$ cat src/rtl/weight_update_engine.sv
// Hidden-to-output backpropagation engine: output deltas, back-propagated hidden
// deltas and in-place weight update, all sharing one signed multiplier.
module weight_update_engine #(
  parameter  int DW       = 10,
  parameter  int FRAC     = 8,
  parameter  int N_OUT    = 3,
  parameter  int N_HID    = 5,
  parameter  int LR_SHIFT = 3,
  localparam int AW       = $clog2(N_OUT * N_HID)
) (
  input  logic                   Clock,
  input  logic                   Rst,
  input  logic                   start,
  input  logic [N_OUT*DW-1:0]    out1_actual,
  input  logic [N_OUT*DW-1:0]    out1_cal,
  input  logic [N_HID*DW-1:0]    out0_cal,
  input  logic                   WE,
  input  logic [AW-1:0]          waddr,
  input  logic [DW-1:0]          wdata,
  output logic [DW-1:0]          rdata,
  output logic [N_OUT*DW-1:0]    delta1,
  output logic [N_HID*DW-1:0]    delta0,
  output logic                   busy,
  output logic                   done
);

  localparam int NW   = N_OUT * N_HID;
  localparam int ACCW = 2 * DW + $clog2(N_OUT);
  localparam int KW   = (N_OUT > 1) ? $clog2(N_OUT) : 1;
  localparam int JW   = (N_HID > 1) ? $clog2(N_HID) : 1;
  localparam int SH   = FRAC + LR_SHIFT;
  localparam logic signed [ACCW-1:0] SMAX = ACCW'((2 ** (DW - 1)) - 1);
  localparam logic signed [ACCW-1:0] SMIN = ~SMAX;

  typedef enum logic [2:0] {S_IDLE, S_ERR, S_BACK, S_UPD, S_DONE} state_t;

  state_t                 r_state;
  logic signed [DW-1:0]   r_w   [NW];
  logic signed [DW-1:0]   r_act [N_OUT];
  logic signed [DW-1:0]   r_cal [N_OUT];
  logic signed [DW-1:0]   r_h   [N_HID];
  logic signed [DW-1:0]   r_d1  [N_OUT];
  logic signed [DW-1:0]   r_d0  [N_HID];
  logic signed [ACCW-1:0] r_acc [N_HID];
  logic [KW-1:0]          r_k;
  logic [JW-1:0]          r_j;
  logic [AW-1:0]          r_widx;

  logic signed [DW-1:0]   w_ma, w_mb;
  logic signed [2*DW-1:0] w_prod;
  logic signed [ACCW-1:0] w_acc_add, w_upd_sum, w_diff;
  logic signed [ACCW-1:0] w_accv [N_HID];
  logic                   w_upd, w_last_j, w_last_k, w_last_w, w_addr_ok;

  function automatic logic signed [DW-1:0] f_sat(input logic signed [ACCW-1:0] v);
    if (v > SMAX)      f_sat = {1'b0, {(DW-1){1'b1}}};
    else if (v < SMIN) f_sat = {1'b1, {(DW-1){1'b0}}};
    else               f_sat = v[DW-1:0];
  endfunction

  // Single multiplier: w*delta1 while back-propagating, delta1*h while updating.
  assign w_upd     = (r_state == S_UPD);
  assign w_ma      = w_upd ? r_h[r_j] : r_w[r_widx];
  assign w_mb      = r_d1[r_k];
  assign w_prod    = (2*DW)'(w_ma) * (2*DW)'(w_mb);
  assign w_acc_add = r_acc[r_j] + ACCW'(w_prod);
  assign w_upd_sum = ACCW'(r_w[r_widx]) + ACCW'(w_prod >>> SH);
  assign w_diff    = ACCW'(r_act[r_k]) - ACCW'(r_cal[r_k]);
  assign w_last_j  = (r_j == JW'(N_HID - 1));
  assign w_last_k  = (r_k == KW'(N_OUT - 1));
  assign w_last_w  = (r_widx == AW'(NW - 1));
  assign w_addr_ok = ({1'b0, waddr} < (AW+1)'(NW));

  // Final hidden deltas must include the product being accumulated this cycle.
  always_comb begin
    for (int unsigned j = 0; j < N_HID; j++) w_accv[j] = r_acc[j];
    w_accv[r_j] = w_acc_add;
  end

  always_comb begin
    delta1 = '0;
    delta0 = '0;
    for (int unsigned k = 0; k < N_OUT; k++) delta1[k*DW +: DW] = r_d1[k];
    for (int unsigned j = 0; j < N_HID; j++) delta0[j*DW +: DW] = r_d0[j];
  end

  always_ff @(posedge Clock or negedge Rst) begin
    if (!Rst) begin
      r_state <= S_IDLE;
      busy    <= 1'b0;
      done    <= 1'b0;
      rdata   <= '0;
      r_k     <= '0;
      r_j     <= '0;
      r_widx  <= '0;
      for (int unsigned i = 0; i < NW; i++) r_w[i] <= '0;
      for (int unsigned k = 0; k < N_OUT; k++) begin
        r_act[k] <= '0;
        r_cal[k] <= '0;
        r_d1[k]  <= '0;
      end
      for (int unsigned j = 0; j < N_HID; j++) begin
        r_h[j]   <= '0;
        r_d0[j]  <= '0;
        r_acc[j] <= '0;
      end
    end else begin
      rdata <= w_addr_ok ? r_w[waddr] : '0;
      case (r_state)
        S_IDLE: begin
          if (WE && w_addr_ok) r_w[waddr] <= wdata;
          if (start) begin
            for (int unsigned k = 0; k < N_OUT; k++) begin
              r_act[k] <= out1_actual[k*DW +: DW];
              r_cal[k] <= out1_cal[k*DW +: DW];
            end
            for (int unsigned j = 0; j < N_HID; j++) begin
              r_h[j]   <= out0_cal[j*DW +: DW];
              r_acc[j] <= '0;
            end
            r_k     <= '0;
            r_j     <= '0;
            r_widx  <= '0;
            busy    <= 1'b1;
            r_state <= S_ERR;
          end
        end
        S_ERR: begin
          r_d1[r_k] <= f_sat(w_diff);
          if (w_last_k) begin
            r_k     <= '0;
            r_state <= S_BACK;
          end else begin
            r_k <= r_k + KW'(1);
          end
        end
        S_BACK, S_UPD: begin
          if (w_upd) r_w[r_widx] <= f_sat(w_upd_sum);
          else       r_acc[r_j]  <= w_acc_add;
          r_widx <= r_widx + AW'(1);
          if (w_last_j) begin
            r_j <= '0;
            r_k <= r_k + KW'(1);
          end else begin
            r_j <= r_j + JW'(1);
          end
          if (w_last_w) begin
            r_widx <= '0;
            r_k    <= '0;
            r_j    <= '0;
            if (w_upd) begin
              done    <= 1'b1;
              r_state <= S_DONE;
            end else begin
              for (int unsigned j = 0; j < N_HID; j++) r_d0[j] <= f_sat(w_accv[j] >>> FRAC);
              r_state <= S_UPD;
            end
          end
        end
        S_DONE: begin
          done    <= 1'b0;
          busy    <= 1'b0;
          r_state <= S_IDLE;
        end
        default: r_state <= S_IDLE;
      endcase
    end
  end

endmodule

$ cat config.mk
export PLATFORM = sky130hd
export DESIGN_NAME = weight_update_engine
export DESIGN_NICKNAME = d
export VERILOG_FILES = /design/src/rtl/weight_update_engine.sv
export SDC_FILE = /design/constraint.sdc
export NUM_CORES = 1
export LEC_CHECK = 0
export CAP_MARGIN = 15
export CORE_MARGIN = 2
export CORE_UTILIZATION = 36
export CTS_CLUSTER_DIAMETER = 80
export DETAILED_ROUTE_END_ITERATION = 16
export GPL_TIMING_DRIVEN = 0
export PLACE_DENSITY_LB_ADDON = 0.1
export SYNTH_ARGS = -nofsm -noshare
export SYNTH_HDL_FRONTEND = slang
export SYNTH_SLANG_ARGS = --single-unit
$ cat constraint.sdc
create_clock -name Clock -period 12 [get_ports Clock]
set_input_delay 1.2 -clock Clock [delete_from_list [all_inputs] [get_ports Clock]]
set_output_delay 1.2 -clock Clock [all_outputs]
set_load 0.01 [all_outputs]
==> results by group, run 1 <==
Status
  – Run status: finished, final reports clean

Synthesis
  – Cell Area, Synth: 29,550 sq um
  – Synth warn: 0
  – Syn_nets: about 3,200
  – Number of synthesized flops with an enable pin: 0
  – Largest area contributor in the netlist: dfrtp_1
  – Post-synth ARST share: 100.0%
  – Count leader, synth: dfrtp_1
  – Synth top cells by count: dfrtp_1, nand2_1, o21ai_0
  – #FFs+latches synth: 474
  – Yosys cell types: 82
  – Ranking of synthesized cells by area: dfrtp_1, mux4_2, fa_1
  – Synthesized instance count: between 2,000 and 3,000
  – Yosys top cell area share: 40.14%
  – Main synth FF type: dfrtp_1
  – Sequential cell area fraction in the yosys report: between 40% and 50%
  – Mean Syn Cell Area: approximately 10 sq um

Hold path
  – Cell count of the worst hold path: 1
  – Hold crit path type: reg -> reg

Floorplanning
  – Core ar.: ~80,000 sq um
  – Die height: roughly 290 um
  – Die ar.: 84,400 sq um
  – Die X: 290.5 um
  – Top-Level Pins: 220
  – Initial Utilization: 36.16%
  – # rows: ~110

Timing
  – Fmax: ~86 MHz
  – Setup-failing EPs final: 0
  – Final Max Slew Viols: 0
  – Worst slew margin: between 20 and 25%
  – Hold Fails Final Rpt: 0
  – Period utilization: between 90 and 100%
  – Worst-Margin Slew: roughly 1200 ps
  – RSZ-0062 raised after global routing: false
  – Post-Route Skew: between 20 and 30 ps
  – Post-route minimum period: between 10,000 and 15,000 ps
  – Setup tns final: 0 ps

Layout
  – Net count, final: about 3,500
  – Area Overhead vs Synth: 19.95%
  – Layout cells sized above 1: between 10% and 20%
  – Finished Cell Area: between 30,000 and 40,000 sq um
  – FILL cells: a little under 8,000
  – ANT cells: 0

CTS
  – Worst-Skew Late Latency: roughly 640 ps
  – CTS tree: done
  – CTS buffer count: between 50 and 60
  – Post-CTS Setup Inserts: 0
  – Max clock buf depth: 3
  – Worst-path clk slew: approximately 60 ps
  – CTS sink count: about 470
  – Root buffer cell: clkbuf_16
  – H-tree depth: 2

GRT
  – Vias in the first global route: ~26,000
  – Gr usage total: approximately a quarter
  – Largest net degree at the start of global routing: about 110
  – Total congestion overflow: 0
  – Initial antenna violation count: 0
  – First-pass GRT wire length: approximately 170,000 um

Setup path
  – Critical path startpoint category: register
  – Crit-path most repeated cell: fa_1
  – Setup CP Type: reg -> reg
  – Slowest library cell on the worst path: clkbuf_1
  – FF-to-FF path depth: 35
  – Reg2Reg Setup Slack: roughly 360 ps
  – Crit path largest cell delay: between 700 and 800 ps
  – CP endpoint kind: register
  – Crit path required time: around 13,000 ps
  – Crit path DAT: 12,160 ps
  – Crit Path Max Fanout: 10

Placed design
  – DP Area: 33,220 sq um
  – Post-DP HPWL: approximately 86,000 um
  – # port buffers: ~220
  – Routability cong.: ~0.94

Detailed routing
  – DR DRC count: 0
  – Post-Route WL: 111,400 um
  – Met3 WL post-DR: 6932 um
  – Post-DR wirelength/cell: ~26 um
  – Final ANT Viol Nets: 0
  – 1st-iter DRT viols: ~2,300
  – Vias per Instance: a little under 6
  – TritonRoute pass-1 iters: 8
  – Top sig layer: met4
  – Wire length on met1: around 46,000 um
  – Via count: 24,926
  – WL met2: between 50,000 and 60,000 um

Run
  – Max Cap Viol: 0
==> layout by cell type (no fill, tap or decap), types with 129 or more instances in the layout <==
master and n:
dfrtp_1 474, nand2_1 413, clkdlybuf4s50_1 214, o21ai_0 182
inv_1 157, clkbuf_1 148, o221ai_1 133, nor2_1 132
a21oi_1 130, mux2_2 129
==> path summary, 6_finish.rpt <==
path                                         from                     end
hold reg to reg            delta0[14]$_DFFE_PN0P_  delta0[14]$_DFFE_PN0P_
setup reg to reg            r_widx[1]$_DFFE_PN0P_  delta0[25]$_DFFE_PN0P_
setup / recovery            r_widx[1]$_DFFE_PN0P_  delta0[25]$_DFFE_PN0P_
min in group asynchronous                     Rst     r_h[41]$_DFFE_PN0P_
max in group asynchronous                     Rst    r_w[107]$_DFFE_PN0P_
hold / removal             delta0[14]$_DFFE_PN0P_  delta0[14]$_DFFE_PN0P_
==> layer usage <==
layer	up-vias	global-route usage [%]
met4	0	8.404
met1	12764	34.52
li1	10945	-
met5	-	0
met3	216	3.617
met2	1001	44.58
==> logic make-up after synthesis <==
kind of cell,count (synthesis),share of synthesized area [%]
buffers and inverters,331,4.391
AO/OA/AOI/OAI,766,18.30
XOR/XNOR,54,1.672
AND/OR/NAND/NOR,743,11.12
flip-flops,474,40.14
adder cells (fa/ha/maj),189,10.39
multiplexers,288,13.98
==> area by class of cell <==
type	instances	area [sq um]	area share, %
buffer	173	730.7	2.061
timing repair buffer	231	2356	6.647
sequential	474	11860	33.46
clock buffer	85	1755	4.952
tap	1070	1339	3.777
inverter	158	593.1	1.673
clock inverter	22	330.3	0.9319
multi-input combinational	2040	16480	46.49
==> registers in the layout, summed over array words and instances (netlist names), 2 cells and up <==
| signal | flops |
|---|---|
| r_w | 150 |
| r_acc | 110 |
| delta0 | 50 |
| r_h | 50 |
| delta1 | 30 |
| r_act | 30 |
| r_cal | 30 |
| rdata | 10 |
| r_widx | 4 |
| r_j | 3 |
| r_state | 3 |
| r_k | 2 |
==> critical path, delay by kind of cell, from the launching register on <==
| kind | cells | cell delay [ps] |
|---|---|---|
| mux | 2 | 1040 |
| simple gates | 6 | 1270 |
| flops | 1 | 510 |
| buf+inv | 7 | 1830 |
| fa+ha+maj | 7 | 3300 |
| xor+xnor | 2 | 680 |
| compound gates | 11 | 2830 |
==> repair_timing <==
item / 4_1_cts / 5_1_grt
gates resized for setup: 4 / 25
hold buffers: 0 / 0
endpoints found under the setup margin: 87 / 178
pin swaps: 0 / 0
gates cloned: 0 / 0
==> metrics by stage <==
step                      hold WS, ps  worst slack, ps  utilization, %  cells
after floorplan                 450.1             2631               -   2845
after global placement          464.4           -11990           40.44   4130
after detailed placement        471.4           -364.4           40.66   4143
after CTS                       483.5            12.89           43.24   4250
after global routing            504.2            7.631           43.38   4253
final                           482.1            361.2           43.38   4253
Power of run 1 is not shown: default switching activity piles up to over one toggle a cycle in this logic, so the estimate is an artifact.
==> run 2, diff against run 1 <==
- clock period: 12 -> 10.64 ns (I/O delays scaled with it)
==> run 2 against run 1 <==
Compared with the run above: core utilization up 0.52 points; critical path depth shrank 1; first-iteration DRC count is 3.0% higher; register-to-register slack improved by 50 ps; clock-buffer cell count unchanged; maximum frequency grew 14%; wire length up 0.28%; setup slack better by 51 ps; critical endpoint is now delta0[10]$_DFFE_PN0P_; hold slack got worse by 81 ps.
==> results by group, run 2 (synthesized netlist as in run 1, its figures left out) <==
CTS
  – Root buffer cell: clkbuf_16
  – H-tree depth: 2 (unchanged)
  – Worst-Skew Late Latency: 640 ps (about the same)
  – CTS buffer count: 59 (unchanged)
  – CTS sink count: 474 (unchanged)
  – CTS tree: done
  – Worst-path clk slew: 60 ps (about the same)
  – Max clock buf depth: 3 (unchanged)

Layout
  – Commonest cells after routing, fill and taps aside: dfrtp_1, nand2_1, clkdlybuf4s50_1, o21ai_0, inv_1
  – Net count, final: 3,461 (+0.20%)
  – Largest register FFs: 150 (unchanged)
  – ANT cells: 0 (unchanged)
  – FILL cells: 7,822 (-0.52%)
  – Register with the most flip-flops: r_w
  – Regs by FF count: r_w x150, r_acc x110
  – Layout cells sized above 1: 14.51% (+1.5 points)
  – Area Overhead vs Synth: 21.37%
  – Post-route insts no fill: 4,260 (+0.16%)
  – Commonest non-fill, non-tap cell in the layout: dfrtp_1

GRT
  – Vias in the first global route: 25,664 (+0.24%)
  – Gr usage total: 26.23% (+0.032 points)
  – Initial antenna violation count: 0 (unchanged)
  – Largest net degree at the start of global routing: 111 (unchanged)
  – First-pass GRT wire length: 167,400 um (+0.18%)
  – Total congestion overflow: 0 (unchanged)

Floorplanning
  – Core ar.: 81,720 sq um (unchanged)
  – Top-Level Pins: 220 (unchanged)
  – Die X: 290.5 um (unchanged)
  – Initial Utilization: 36.16% (unchanged)
  – Die ar.: 84,400 sq um (unchanged)
  – # rows: 105 (unchanged)
  – Die height: 290.5 um (unchanged)

Setup path
  – Crit-path most repeated cell: fa_1
  – Setup CP Type: reg -> reg
  – Critical path startpoint category: register
  – Crit path largest cell delay: 620 ps (-130 ps)
  – Crit Path Max Fanout: 10 (unchanged)
  – Crit path DAT: 10,780 ps (-1380 ps)
  – Reg2Reg Setup Slack: 410 ps (+50 ps)
  – CP endpoint kind: register
  – Crit path required time: 11,190 ps (-1330 ps)
  – Slowest library cell on the worst path: mux4_2

Timing
  – Hold Fails Final Rpt: 0 (unchanged)
  – Worst slew margin: 14.21% (-5.9 points)
  – Fmax: 97.77 MHz (+14%)
  – Period utilization: 96.13% (-0.86 points)
  – RSZ-0062 raised after global routing: false
  – Post-route minimum period: 10,230 ps (-1411 ps)
  – Setup-failing EPs final: 0 (unchanged)
  – Worst-Margin Slew: 1282 ps (+88.14 ps)
  – Final Max Slew Viols: 0 (unchanged)
  – Post-Route Skew: 26.13 ps (-0.5029 ps)

Detailed routing
  – TritonRoute pass-1 iters: 6 (-2)
  – Post-Route WL: 111,700 um (+0.28%)
  – Via count: 24,866 (-0.24%)
  – Met3 WL post-DR: 6554 um (-5.5%)
  – DR DRC count: 0 (unchanged)
  – Vias per Instance: 5.837 (-0.40%)
  – 1st-iter DRT viols: 2,332 (+3.0%)
  – Final ANT Viol Nets: 0 (unchanged)
  – Wire length on met1: 46,560 um (+0.34%)
  – Post-DR wirelength/cell: 26.22 um (+0.12%)
  – Top sig layer: met4
  – WL met2: 54,600 um (+0.74%)

Placed design
  – Post-DP HPWL: 86,050 um (unchanged)
  – Inst Count DP: 4,143 (unchanged)
  – Routability cong.: 0.9377 (unchanged)
  – # port buffers: 215 (unchanged)

Status
  – Run status: finished, final reports clean

Hold path
  – Hold crit path type: in -> async

Run
  – Max Cap Viol: 0 (unchanged)
run 2: path summary, 6_finish.rpt:
kind | from | endpoint | cells past startpoint
max | r_widx[1]$_DFFE_PN0P_ | delta0[10]$_DFFE_PN0P_ | 34
min | Rst | r_h[41]$_DFFE_PN0P_ | 1
max reg2reg | r_widx[1]$_DFFE_PN0P_ | delta0[10]$_DFFE_PN0P_ | 34
min reg2reg | delta0[11]$_DFFE_PN0P_ | delta0[11]$_DFFE_PN0P_ | 1
max in group asynchronous | Rst | r_w[74]$_DFFE_PN0P_ | 3
min in group Clock | delta0[11]$_DFFE_PN0P_ | delta0[11]$_DFFE_PN0P_ | 1
run 2: cell type report:
class | count | area [sq um] | share of cell area [%]
clock buffers | 85 | 1755 | 4.894
multi-input cells | 2040 | 16740 | 46.66
clock inverters | 22 | 330.3 | 0.9209
well taps | 1070 | 1339 | 3.732
inverters | 158 | 594.3 | 1.657
plain buffers | 171 | 788.3 | 2.198
flip-flops and latches | 474 | 11860 | 33.07
repair buffers | 240 | 2461 | 6.862
run 2: critical path, delay by kind of cell, from the launching register on:
kind                     cells  cell delay (ps)
buffers and inverters        6             1200
XOR/XNOR                     2              610
AND/OR/NAND/NOR              6             1000
flip-flops                   1              510
multiplexers                 2             1010
AO/OA/AOI/OAI               11             2370
adder cells (fa/ha/maj)      7             3420
run 2: per-stage QoR:
stage | TNS, ps | instance area [sq um] | hold slack [ps] | setup WS [ps] | utilization [%]
3_5_place_dp | -271360 | 33220 | 471.4 | -1724 | 40.66
4_1_cts | 0 | 35600 | 433.8 | 0.8455 | 43.56
2_1_floorplan | 0 | 29550 | 450.1 | 1271 | -
3_3_place_gp | -6486930 | 33040 | 464.4 | -13210 | 40.44
6_report | 0 | 35870 | 400.9 | 411.7 | 43.89
5_1_grt | 0 | 35870 | 452.0 | 18.19 | 43.89
run 2: what timing repair did:
action,in CTS,in global routing
resized for setup,67,48
hold endpoints to repair,0,0
hold buffers,0,0
setup buffers,3,7
setup endpoints to repair,244,198
pin swaps,4,6
run 2: routing by layer:
metal / vias up / track usage [%]
li1: 10960 / -
met1: 12779 / 34.47
met2: 917 / 44.64
met3: 210 / 3.663
met4: 0 / 8.556
met5: - / 0
Power of run 2 is left out for the same reason.
